--- config.mk ---
export PLATFORM = sky130hd
export DESIGN_NAME = alu_addr_seq
export DESIGN_NICKNAME = d
export VERILOG_FILES = /design/src/rtl/alu_addr_seq_pkg.sv /design/src/rtl/alu_addr_seq.sv
export SDC_FILE = /design/constraint.sdc
export NUM_CORES = 1
export LEC_CHECK = 0
export CAP_MARGIN = 10
export CELL_PAD_IN_SITES_DETAIL_PLACEMENT = 1
export CELL_PAD_IN_SITES_GLOBAL_PLACEMENT = 1
export CORE_MARGIN = 10
export CORE_UTILIZATION = 35
export CTS_CLUSTER_SIZE = 16
export DETAILED_ROUTE_END_ITERATION = 8
export GPL_TIMING_DRIVEN = 0
export PLACE_DENSITY = 0.8
export SLEW_MARGIN = 20
export SYNTH_ARGS = -nofsm -noshare
export SYNTH_HDL_FRONTEND = slang
export SYNTH_SLANG_ARGS = --single-unit
--- constraint.sdc ---
create_clock -name clk -period 4.8 [get_ports clk]
set_input_delay 0.72 -clock clk [delete_from_list [all_inputs] [get_ports clk]]
set_output_delay 0.72 -clock clk [all_outputs]
set_load 0.005 [all_outputs]
--- src/rtl/alu_addr_seq_pkg.sv ---
// Shared ALU operation codes and addressing-mode encodings for the alu and its sequencers.
package alu_addr_seq_pkg;

    localparam logic [2:0] ALU_ADD = 3'b000;
    localparam logic [2:0] ALU_SR  = 3'b001;
    localparam logic [2:0] ALU_AND = 3'b010;
    localparam logic [2:0] ALU_OR  = 3'b011;
    localparam logic [2:0] ALU_XOR = 3'b100;
    localparam logic [2:0] ALU_SL  = 3'b101;

    localparam logic [1:0] MODE_ABS = 2'b00;
    localparam logic [1:0] MODE_ZP  = 2'b01;
    localparam logic [1:0] MODE_REL = 2'b10;

endpackage

--- src/rtl/alu_addr_seq.sv ---
// Effective-address sequencer: drives the shared 8-bit alu add over LO/HI cycles to form 16-bit addresses.
// Latency: done two edges after accepted start for ZP, three for ABS/REL.
// Backpressure: start is only accepted in IDLE; requests in LO/HI/DONE are ignored.
module alu_addr_seq
    import alu_addr_seq_pkg::*;
(
    input  logic        clk,
    input  logic        resetn,
    input  logic        start,
    input  logic [1:0]  mode,
    input  logic [15:0] base,
    input  logic [7:0]  index,
    output logic [2:0]  alu_control,
    output logic [7:0]  alu_AI,
    output logic [7:0]  alu_BI,
    output logic        alu_carry_in,
    input  logic [7:0]  alu_Y,
    input  logic        alu_carry_out,
    output logic        busy,
    output logic        done,
    output logic [15:0] ea,
    output logic        page_cross
);

    typedef enum logic [1:0] {
        ST_IDLE = 2'b00,
        ST_LO   = 2'b01,
        ST_HI   = 2'b10,
        ST_DONE = 2'b11
    } seq_state_t;

    seq_state_t  state;
    seq_state_t  state_nxt;
    logic [1:0]  mode_q;
    logic [15:0] base_q;
    logic [7:0]  index_q;
    logic        c_lo;

    always_ff @(posedge clk or negedge resetn) begin
        if (!resetn) begin
            state <= ST_IDLE;
        end else begin
            state <= state_nxt;
        end
    end

    always_comb begin
        state_nxt = state;
        case (state)
            ST_IDLE: if (start) state_nxt = ST_LO;
            ST_LO:   state_nxt = (mode_q == MODE_ZP) ? ST_DONE : ST_HI;
            ST_HI:   state_nxt = ST_DONE;
            ST_DONE: state_nxt = ST_IDLE;
            default: state_nxt = ST_IDLE;
        endcase
    end

    // ALU inputs come only from state and latched operands, never from start.
    always_comb begin
        alu_control  = ALU_ADD;
        alu_AI       = 8'h00;
        alu_BI       = 8'h00;
        alu_carry_in = 1'b0;
        case (state)
            ST_LO: begin
                alu_AI = base_q[7:0];
                alu_BI = index_q;
            end
            ST_HI: begin
                alu_AI       = base_q[15:8];
                alu_BI       = (mode_q == MODE_REL && index_q[7]) ? 8'hFF : 8'h00;
                alu_carry_in = c_lo;
            end
            default: ;
        endcase
    end

    assign busy = (state == ST_LO) || (state == ST_HI);
    assign done = (state == ST_DONE);

    always_ff @(posedge clk or negedge resetn) begin
        if (!resetn) begin
            mode_q     <= MODE_ABS;
            base_q     <= 16'h0000;
            index_q    <= 8'h00;
            c_lo       <= 1'b0;
            ea         <= 16'h0000;
            page_cross <= 1'b0;
        end else begin
            case (state)
                ST_IDLE: begin
                    if (start) begin
                        mode_q  <= mode;
                        base_q  <= base;
                        index_q <= index;
                    end
                end
                ST_LO: begin
                    ea[7:0] <= alu_Y;
                    c_lo    <= alu_carry_out;
                    if (mode_q == MODE_ZP) begin
                        ea[15:8]   <= 8'h00;
                        page_cross <= 1'b0;
                    end
                end
                ST_HI: begin
                    // A changed high byte means either a carry or a borrow crossed the page.
                    ea[15:8]   <= alu_Y;
                    page_cross <= (alu_Y != base_q[15:8]);
                end
                default: ;
            endcase
        end
    end

endmodule

# Word-level counts from Yosys, hierarchy flattened
# Index checks and enable logic that the tools add are counted.
# W data, S select, Z words.
# totals
mem_count,0
romBits,0
latch_bits,0
register_bits,46
out_inout_bits,39
ram_bits,0
elab_cells,33
# op_classes
addsub,0
shifts,0
n_reduce_logical,6
bitwise_logic,0
n_mux,11
magnitude_cmp,0
multipliers,0
n_eq_ne,8
div,0
# ops
op,n
$pmux W8 S2,3
$mux W8,2
$ne A8 B8 Y1,1
$pmux W2 S4,1
$eq A2 B2 Y1 const B,3
$eq A2 B1 Y1 const B,2
$reduce_and A2 Y1,2
$mux W1,3
$logic_not A2 Y1,1
$mux W2,1
$ne A2 B1 Y1 const B,1
$ne A2 B2 Y1 const B,1
$pmux W1 S2,1
$reduce_bool A2 Y1,1
$logic_and A1 B1 Y1,1
$logic_or A1 B1 Y1,1

# Logic depth before layout (Yosys ltp)
# Gate-level depths: netlist of the first run.
# logic_depth
depth_word,4
ltp_mapped,8

# Worst setup path before layout of the first run
# OpenSTA, ideal clock, no wires.
# synth_timing
kind,register to output
from,register state[0]
to,output port alu_BI[6]
path_buffers,1
path_stages_with_launch,5
required_ns,4.080
setup_slack_ns,2.783
arrival_ns,1.297
path_cell_list,dfrtp_1 > inv_1 > ha_1 > clkbuf_1 > a21boi_0
# synth_via
elab_chain_len,2
# synth_lines
item,line,text
from (decl),alu_addr_seq.sv:32,seq_state_t state;
from (signal assigned),alu_addr_seq.sv:43,state <= state_nxt;
$eq A2 B2 Y1 / $eq A2 B1 Y1 (equally long branches),alu_addr_seq.sv:64,case (state)
$pmux W8 S2 *,alu_addr_seq.sv:64,
to (decl),alu_addr_seq.sv:15,"output logic [7:0] alu_BI,"
# Every way passes the cells marked *; elsewhere a longest branch is shown, timed or not.

# Worst setup path after layout of the first run
# Ends and elaborated chain as after synthesis.

==> results of run 1 <==
state kept, by name, summed over array words and instances, names as in the netlist:
name,count
state,2
mode_q,2
c_lo,1
ea,16
index_q,8
base_q,16
page_cross,1
area by class of cell:
| type | count | area share |
|---|---|---|
| Multi-Input combinational cell | 125 | 0.309 |
| Clock buffer | 7 | 0.0274 |
| Buffer | 12 | 0.0247 |
| Inverter | 4 | 0.00477 |
| Tap cell | 75 | 0.0298 |
| Clock inverter | 1 | 0.00159 |
| Timing Repair Buffer | 74 | 0.237 |
| Sequential cell | 46 | 0.366 |
cell usage after synthesis:
master and instances:
buf_4 3, o21ai_1 6, nand2_1 27, xor2_1 8, nor2b_1 8, and2_1 1, o21ai_0 5, dfrtp_1 46
a21boi_0 8, nand2b_1 2, ha_1 6, conb_1 1, and3b_4 1, buf_2 5, a21oi_4 1, a22oi_1 8
clkbuf_1 2, buf_6 2, a32o_1 1, inv_1 4, o21ai_2 2, nor4_1 2, mux2_2 35, nand4_1 1
layer usage:
| metal | up-vias | track usage |
|---|---|---|
| met5 | - | 0 |
| met4 | 0 | 0.0353 |
| met3 | 7 | 0.0484 |
| met2 | 50 | 0.200 |
| met1 | 795 | 0.147 |
| li1 | 793 | - |
cell usage in the layout (no fill, tap or decap), types with 3 or more instances in the layout:
master / count
clkbuf_8: 6
inv_1: 4
o21ai_1: 6
clkdlybuf4s50_1: 72
nand2_1: 27
o21ai_0: 5
buf_4: 3
mux2_2: 35
ha_1: 6
xor2_1: 8
clkbuf_1: 3
buf_2: 6
a21boi_0: 8
a22oi_1: 8
nor2b_1: 8
conb_1: 3
dfrtp_1: 46
cell families after synthesis:
group | count (synthesis)
and+or+nand+nor | 42
other | 1
xor gates and xnor gates | 8
buffers and inverters | 16
adders and majority gates | 6
DFF | 46
AOI/OAI and AO/OA | 31
muxes | 35
critical path, cell delays in order, from the launching register on:
cell	delay, ns
dfrtp_1	0.42
inv_1	0.11
ha_1	0.44
clkbuf_1	0.39
a21boi_0	0.24
clkdlybuf4s50_1	0.55
stage by stage:
| stage | std cells | setup WS [ns] | util | cell area, um2 |
|---|---|---|---|---|
| CTS | 344 | 1.60 | 0.522 | 3150 |
| global route | 344 | 1.45 | 0.522 | 3150 |
| detailed placement | 336 | 1.94 | 0.507 | 3050 |
| floorplan | 187 | 2.78 | - | 2210 |
| global placement | 335 | 1.67 | 0.504 | 3040 |
| finish | 344 | 1.64 | 0.522 | 3150 |
where the power goes:
part           leakage, uW  switching [uW]  internal [uW]
Combinational     0.000704             426            599
Clock            0.0000482             127            116
Sequential        0.000556             126            581
worst min path at each step:
stage           start         end  slack (ns)  cells after the start
6_report       resetn  index_q[1]        0.38                      1
5_1_grt        resetn   base_q[4]        0.40                      1
4_1_cts        resetn   base_q[4]        0.39                      1
3_5_place_dp   ea[14]      ea[14]        0.47                      2
3_3_place_gp   ea[14]      ea[14]        0.46                      2
2_1_floorplan  resetn   base_q[0]        0.42                      0
==> results.toml, run 1 <==
[floorplanning]
core-area_um2 = 6030
die_x_um = 99.4
dieHeight_um = 99.4
num_io_pins = 77
die_area_um2 = 9880
start_util = 0.366
num_rows = 28

[synth]
yosys.area_share.simple = 0.0913
post_synth.cell_area_avg_um2 = 11.9
synth-seq-cells = 46
synth-seq-area-share = 0.522
synth_top_family_by_area = "multiplexers"
synth.cell_area_um2 = 2210
synth_top_area_share = 0.522
yosys_warnings = 0
synthMuxAreaShare = 0.179
postSynthCellCount = 185
yosysTopAreaCell = "dfrtp_1"
synth.distinct_cells = 24
synth_xor_area_frac = 0.0317
synth_compound_area_frac = 0.0992
synth-adder-area-share = 0.0340
synth.area.top_cells = "dfrtp_1, mux2_2, nand2_1, ha_1, xor2_1"

[drt]
first_pass_iters = 4
top_layer = "met4"
wl_met3_um = 429
met2_wirelength_um = 3000
drt_iter0_markers = 45
vias_per_cell = 4.78
wl_met1_um = 2580
postRouteAntennaNets = 0
drc = 0
vias = 1645
drt_wl_total_um = 6090
wire_per_inst_um = 17.7

[critical_path]
worstPathArrival_ns = 2.44
cp_max_fo = 10
crit_type = "flop to output pin"
critPathCaptureType = "output pin"
startpoint = "state[0]"
r2r_end = "index_q[0]"
regToRegSetupSlack_ns = 2.96
cp_data_required_time_ns = 4.08
crit_path_end = "alu_BI[6]"
startpoint_type = "flop"
reg2reg_from = "state[0]"
ff2ff_path_depth = 5

[clock_network]
cts_tree = "yes"
numClockSinks = 46
cts_resized = 0
cts_setup_buffers = 0
cts_hold_buf = 0
clock_latency_ns = 0.30
ctsRootBufferMaster = "clkbuf_8"
htreeDepth = 2
clockBufferDepth = 2
cts_buffers = 5
clk_pin_slew_ns = 0.08

[global_routing]
grt_pass1_vias = 1841
grt_max_degree = 28
antenna_found_initial = 0
grtUsageTotal = 0.123
grt_pass1_wl_um = 9800
grt-ovfl-total = 0

[power_and_ir_drop]
p_total_uw = 1980
power_density_nw_per_um2 = 628
power_leakage_uw = 0.00131
ir_drop_mv = 0.239

[finish]
areaGrowthSynthToFinish_pct = 42.5
fillers = 653
design.final.nets = 312
diodes = 0
layout-drive-gt1-share = 0.216
regArea_um2 = 1150
multiInputGateArea_um2 = 971

[timing]
finalHoldViolations = 0
fmax_mhz = 316
holdWs_ns = 0.383
slew_headroom = 0.614
finalSetupViolCount = 0
rsz0062_at_grt = "false"
tightest_slew_ns = 0.580
min_period_ns = 3.16
fin_crit_sh = 0.659
skew_ns = 0.00615
setup_tns_ns = 0
maxSlewViolCount = 0

[min_path]
holdCritPathClass = "primary input to async pin"

[status]
outcome = "completed"

[placed_design]
port_buffers = 73
globalplace.congestion = 0.752
dpl.hpwl_um = 4840

[run]
cap_violations = 0
Power figures use the tool's default switching activity.
==> run 2: changes to the inputs <==
--- a/config.mk
+++ b/config.mk
@@ -9,11 +9,11 @@
 export CELL_PAD_IN_SITES_DETAIL_PLACEMENT = 1
 export CELL_PAD_IN_SITES_GLOBAL_PLACEMENT = 1
 export CORE_MARGIN = 10
-export CORE_UTILIZATION = 35
+export CORE_UTILIZATION = 31
 export CTS_CLUSTER_SIZE = 16
 export DETAILED_ROUTE_END_ITERATION = 8
 export GPL_TIMING_DRIVEN = 0
-export PLACE_DENSITY = 0.8
+export PLACE_DENSITY = 0.75
 export SLEW_MARGIN = 20
 export SYNTH_ARGS = -nofsm -noshare
 export SYNTH_HDL_FRONTEND = slang
==> constraint.sdc (replaced) <==
create_clock -name clk -period 2.6 [get_ports clk]
set_input_delay 0.39 -clock clk [delete_from_list [all_inputs] [get_ports clk]]
set_output_delay 0.39 -clock clk [all_outputs]
set_load 0.005 [all_outputs]
==> run 2 against run 1 <==
First-iteration DRC count down 20%. Global-route usage down 1.0 points. Die area up 10%. Core utilization down 5.0 points. Sequential power up 85%. Register-to-register slack worse by 2.2 ns. Largest cell class unchanged. Via count up 3.4%.
==> results.toml, run 2 (same netlist as run 1, synthesis figures left out) <==
[timing]
fin_crit_sh = 0.954
skew_ns = 0.00477
fmax_mhz = 403
maxSlewViolCount = 0
min_period_ns = 2.48
finalHoldViolations = 0
finalSetupViolCount = 0

[finish]
layout_commonest_cell = "clkdlybuf4s50_1"
areaGrowthSynthToFinish_pct = 46.8
reg_top3 = "base_q (16), ea (16), index_q (8)"
layout-drive-gt1-share = 0.251
instances_no_fill = 367
fin_area_um2 = 3240
diodes = 0
mostFrequentLayoutCells = "clkdlybuf4s50_1, dfrtp_1, mux2_2"
design.final.nets = 314

[clock_network]
clockBufferDepth = 2
cts_hold_buf = 0
clk_pin_slew_ns = 0.08
cts_buffers = 5
htreeDepth = 2
clock_latency_ns = 0.29
ctsRootBufferMaster = "clkbuf_8"
cts_tree = "yes"
numClockSinks = 46

[critical_path]
cp_data_required_time_ns = 2.21
cp_max_fo = 10
startpoint_type = "flop"
cp_slowest_stage_delay_ns = 0.53
reg2reg_from = "state[0]"
critPathBufInv = 4
worstPathArrival_ns = 2.09
crit_chain = "inv_2 > ha_1 > buf_6 > buf_6 > nand2_1 > a21boi_0 > clkdlybuf4s50_1"
crit_family = "buffers and inverters"
crit_type = "flop to output pin"
crit_top_cell = "buf_6"
startpoint = "state[1]"
critPathCaptureType = "output pin"
critPathSlowestCell = "clkdlybuf4s50_1"

[run]
cap_violations = 0

[drt]
wire_per_inst_um = 17.0
vias_per_cell = 4.63
vias = 1701
postRouteAntennaNets = 0
drc = 0
first_pass_iters = 4
drt_wl_total_um = 6260
drt_iter0_markers = 36

[floorplanning]
num_io_pins = 77
die_x_um = 104
die_area_um2 = 10900
num_rows = 30
start_util = 0.321
core-area_um2 = 6870
dieHeight_um = 104

[placed_design]
port_buffers = 73
dp.cells = 357
globalplace.congestion = 0.757
dpl_cell_area_um2 = 3080
dpl.hpwl_um = 4850

[min_path]
holdCritPathClass = "primary input to async pin"

[global_routing]
grtUsageTotal = 0.113
grt_pass1_wl_um = 9890
antenna_found_initial = 0
grt_max_degree = 30
grt-ovfl-total = 0
grt_pass1_vias = 1818

[status]
outcome = "completed"

[power_and_ir_drop]
ir_drop_mv = 0.494
power_density_nw_per_um2 = 1160
power_leakage_uw = 0.00138
p_total_uw = 3770
[run 2: cell types whose count changed in the layout (fill, tap and decap cells not counted), sizes merged]
cell           before  now
buf                12   15
dlygate4sd2         0    1
dlymetal6s2s        0    3
clkdlybuf4s50      72   68
clkbuf              9    8
[run 2: area by class of cell]
type / count / area (um2)
fillers: 766 / 3630
flip-flops and latches: 46 / 1150
multi-input cells: 125 / 986
repair buffers: 77 / 774
well taps: 96 / 120
plain buffers: 11 / 96.3
clock buffers: 7 / 86.3
inverters: 4 / 17.5
clock inverters: 1 / 5.00
[run 2: layer usage]
layer | wire length (um) | vias to the layer above | global-route usage
met2 | 3160 | 49 | 0.188
met3 | 456 | 0 | 0.0458
met5 | 0 | - | 0
li1 | - | 799 | -
met1 | 2640 | 853 | 0.132
met4 | 0 | 0 | 0.0239
[run 2: timing repair]
item / in CTS / in global routing
gates resized for setup: 11 / 9
setup endpoints to repair: 16 / 15
buffers inserted: 1 / 2
pin swaps: 1 / 0
[run 2: worst paths after layout]
check                           slack (ns)        end  depth (start not counted)
worst min-delay path                  0.03      ea[4]                          1
worst max-delay path                  0.12  alu_BI[3]                          7
max in group asynchronous             2.06   state[1]                          2
min in group clk                      0.49     ea[14]                          2
worst min register to register        0.49     ea[14]                          2
worst max register to register        0.81     ea[15]                          8
[run 2: per-stage QoR]
step | utilization | hold WS, ns | TNS, ns | setup WS, ns
2_1_floorplan | - | 0.0944 | 0 | 0.913
3_3_place_gp | 0.446 | 0.462 | -9.67 | -0.213
3_5_place_dp | 0.448 | 0.350 | 0 | 0.0492
4_1_cts | 0.466 | 0.0272 | 0 | 0.00107
5_1_grt | 0.472 | 0.0493 | -0.00307 | -0.00307
6_report | 0.472 | 0.0322 | 0 | 0.119
[run 2: power breakdown]
group,leakage [uW],switching [uW],internal (uW),total [uW]
clock,0.0000482,235,215,450
sequential,0.000554,234,1080,1310
combinational,0.000778,820,1190,2010
[run 2: worst register-to-register path, delay by kind of cell, from the launching register on]
| family | cells | cell delay (ns) |
|---|---|---|
| fa+ha+maj | 1 | 0.20 |
| simple gates | 2 | 0.28 |
| flops | 1 | 0.44 |
| compound gates | 2 | 0.31 |
| buf+inv | 3 | 0.50 |
==> run 3: changes to the inputs <==
--- a/config.mk
+++ b/config.mk
@@ -13,6 +13,7 @@
 export CTS_CLUSTER_SIZE = 16
 export DETAILED_ROUTE_END_ITERATION = 8
 export GPL_TIMING_DRIVEN = 0
+export HOLD_SLACK_MARGIN = 0.02
 export PLACE_DENSITY = 0.75
 export SLEW_MARGIN = 20
 export SYNTH_ARGS = -nofsm -noshare
==> constraint.sdc (replaced) <==
create_clock -name clk -period 2.6 [get_ports clk]
set_input_delay 0.65 -clock clk [delete_from_list [all_inputs] [get_ports clk]]
set_output_delay 0.65 -clock clk [all_outputs]
set_load 0.005 [all_outputs]
==> run 3 against run 2 <==
Cell count up 1.9%. Power rose by 2.0%. Sequential power about the same. Sequential share of layout area down 0.60 points. Non-clock buffer count increased by 7. Critical path depth unchanged.
==> results.toml, run 3 (same netlist as run 1, synthesis figures left out) <==
[clock_network]
clk_pin_slew_ns = 0.08
ctsRootBufferMaster = "clkbuf_8"
clockBufferDepth = 2
cts_hold_buf = 0
numClockSinks = 46
cts_buffers = 5
cts_tree = "yes"
clock_latency_ns = 0.29
htreeDepth = 2

[timing]
setup_ws_ns = 0.119
finalSetupViolCount = 0
rsz0062_at_grt = "false"
finalHoldViolations = 0
fin_crit_sh = 0.954
maxSlewViolCount = 0
fmax_mhz = 403
skew_ns = 0.00403
holdWs_ns = 0.291
min_period_ns = 2.48

[critical_path]
crit_top_cell = "buf_4"
crit_type = "flop to output pin"
startpoint_type = "flop"
crit_chain = "buf_4 > ha_1 > buf_6 > buf_4 > a22oi_1 > nor2b_1 > dlygate4sd2_1"
cp_slowest_stage_delay_ns = 0.41
critPathBufInv = 4
crit_family = "buffers and inverters"
critPathCaptureType = "output pin"
worstPathArrival_ns = 1.83
critPathSlowestCell = "dfrtp_1"
cp_max_fo = 6
cp_data_required_time_ns = 1.95
regToRegSetupSlack_ns = 0.69

[drt]
wire_per_inst_um = 17.0
drt_iter0_markers = 31
postRouteAntennaNets = 0
first_pass_iters = 4
drc = 0
drt_wl_total_um = 6350
vias = 1719
vias_per_cell = 4.60

[finish]
mostFrequentLayoutCells = "clkdlybuf4s50_1, dfrtp_1, mux2_2"
fin_area_um2 = 3290
design.final.nets = 321
instances_no_fill = 374
layout_commonest_cell = "clkdlybuf4s50_1"
layout-drive-gt1-share = 0.281
diodes = 0
areaGrowthSynthToFinish_pct = 49.0
reg_top3 = "base_q (16), ea (16), index_q (8)"

[floorplanning]
num_rows = 30
dieHeight_um = 104
start_util = 0.321
die_area_um2 = 10900
die_x_um = 104
core-area_um2 = 6870
num_io_pins = 77

[placed_design]
pre_cts_ws_ns = -0.211
globalplace.congestion = 0.757
dp.cells = 357
dpl_cell_area_um2 = 3080
port_buffers = 73
dpl.hpwl_um = 4850

[global_routing]
antenna_found_initial = 0
grtUsageTotal = 0.116
grt_pass1_vias = 1874
grt_max_degree = 30
grt-ovfl-total = 0
grt_pass1_wl_um = 10200

[power_and_ir_drop]
ir_drop_mv = 0.477
power_density_nw_per_um2 = 1170
power_leakage_uw = 0.00143

[status]
outcome = "completed"

[run]
cap_violations = 0

[min_path]
holdCritPathClass = "primary input to async pin"
-- run 3: routing by layer --
metal  vias up  part of all wire  global-route usage
met5         -                 0                   0
met4         0            0.0016              0.0249
met3         2             0.075              0.0465
met2        52              0.51               0.198
met1       854              0.42               0.133
li1        811                 -                   -
-- run 3: path summary, 6_finish.rpt --
check	start	to	cells after the start
min in group clk	ea[14]	ea[14]	2
setup reg to reg	state[0]	ea[15]	9
hold reg to reg	ea[14]	ea[14]	2
hold / removal	resetn	ea[6]	1
setup / recovery	state[0]	alu_AI[4]	7
max in group asynchronous	resetn	base_q[4]	2
-- run 3: area by class of cell --
cell class              count  area (um2)
well taps                  96         120
inverters                   4        15.0
fillers                   773        3580
repair buffers             84         793
multi-input cells         125        1010
clock buffers               7        86.3
flip-flops and latches     46        1150
clock inverters             1        5.00
plain buffers              11         106
-- run 3: what timing repair did --
| action | 4_1_cts | 5_1_grt |
|---|---|---|
| pin swaps | 1 | 0 |
| setup buffers | 10 | 0 |
| endpoints found under the setup margin | 16 | 7 |
| gates resized for setup | 32 | 9 |
-- run 3: metrics by stage --
| stage | setup TNS (ns) | total power, uW | util |
|---|---|---|---|
| after floorplan | 0 | 2320 | - |
| after global placement | -23.47 | 3190 | 0.446 |
| final | 0 | 3840 | 0.479 |
| after CTS | 0 | 3880 | 0.478 |
| after detailed placement | -2.47 | 3270 | 0.448 |
| after global routing | 0 | 4170 | 0.479 |
-- run 3: power by group --
group | internal (uW) | switching [uW] | total (uW)
Combinational | 1230 | 853 | 2080
Sequential | 1070 | 238 | 1310
Clock | 215 | 236 | 451
Total | 2520 | 1330 | 3840
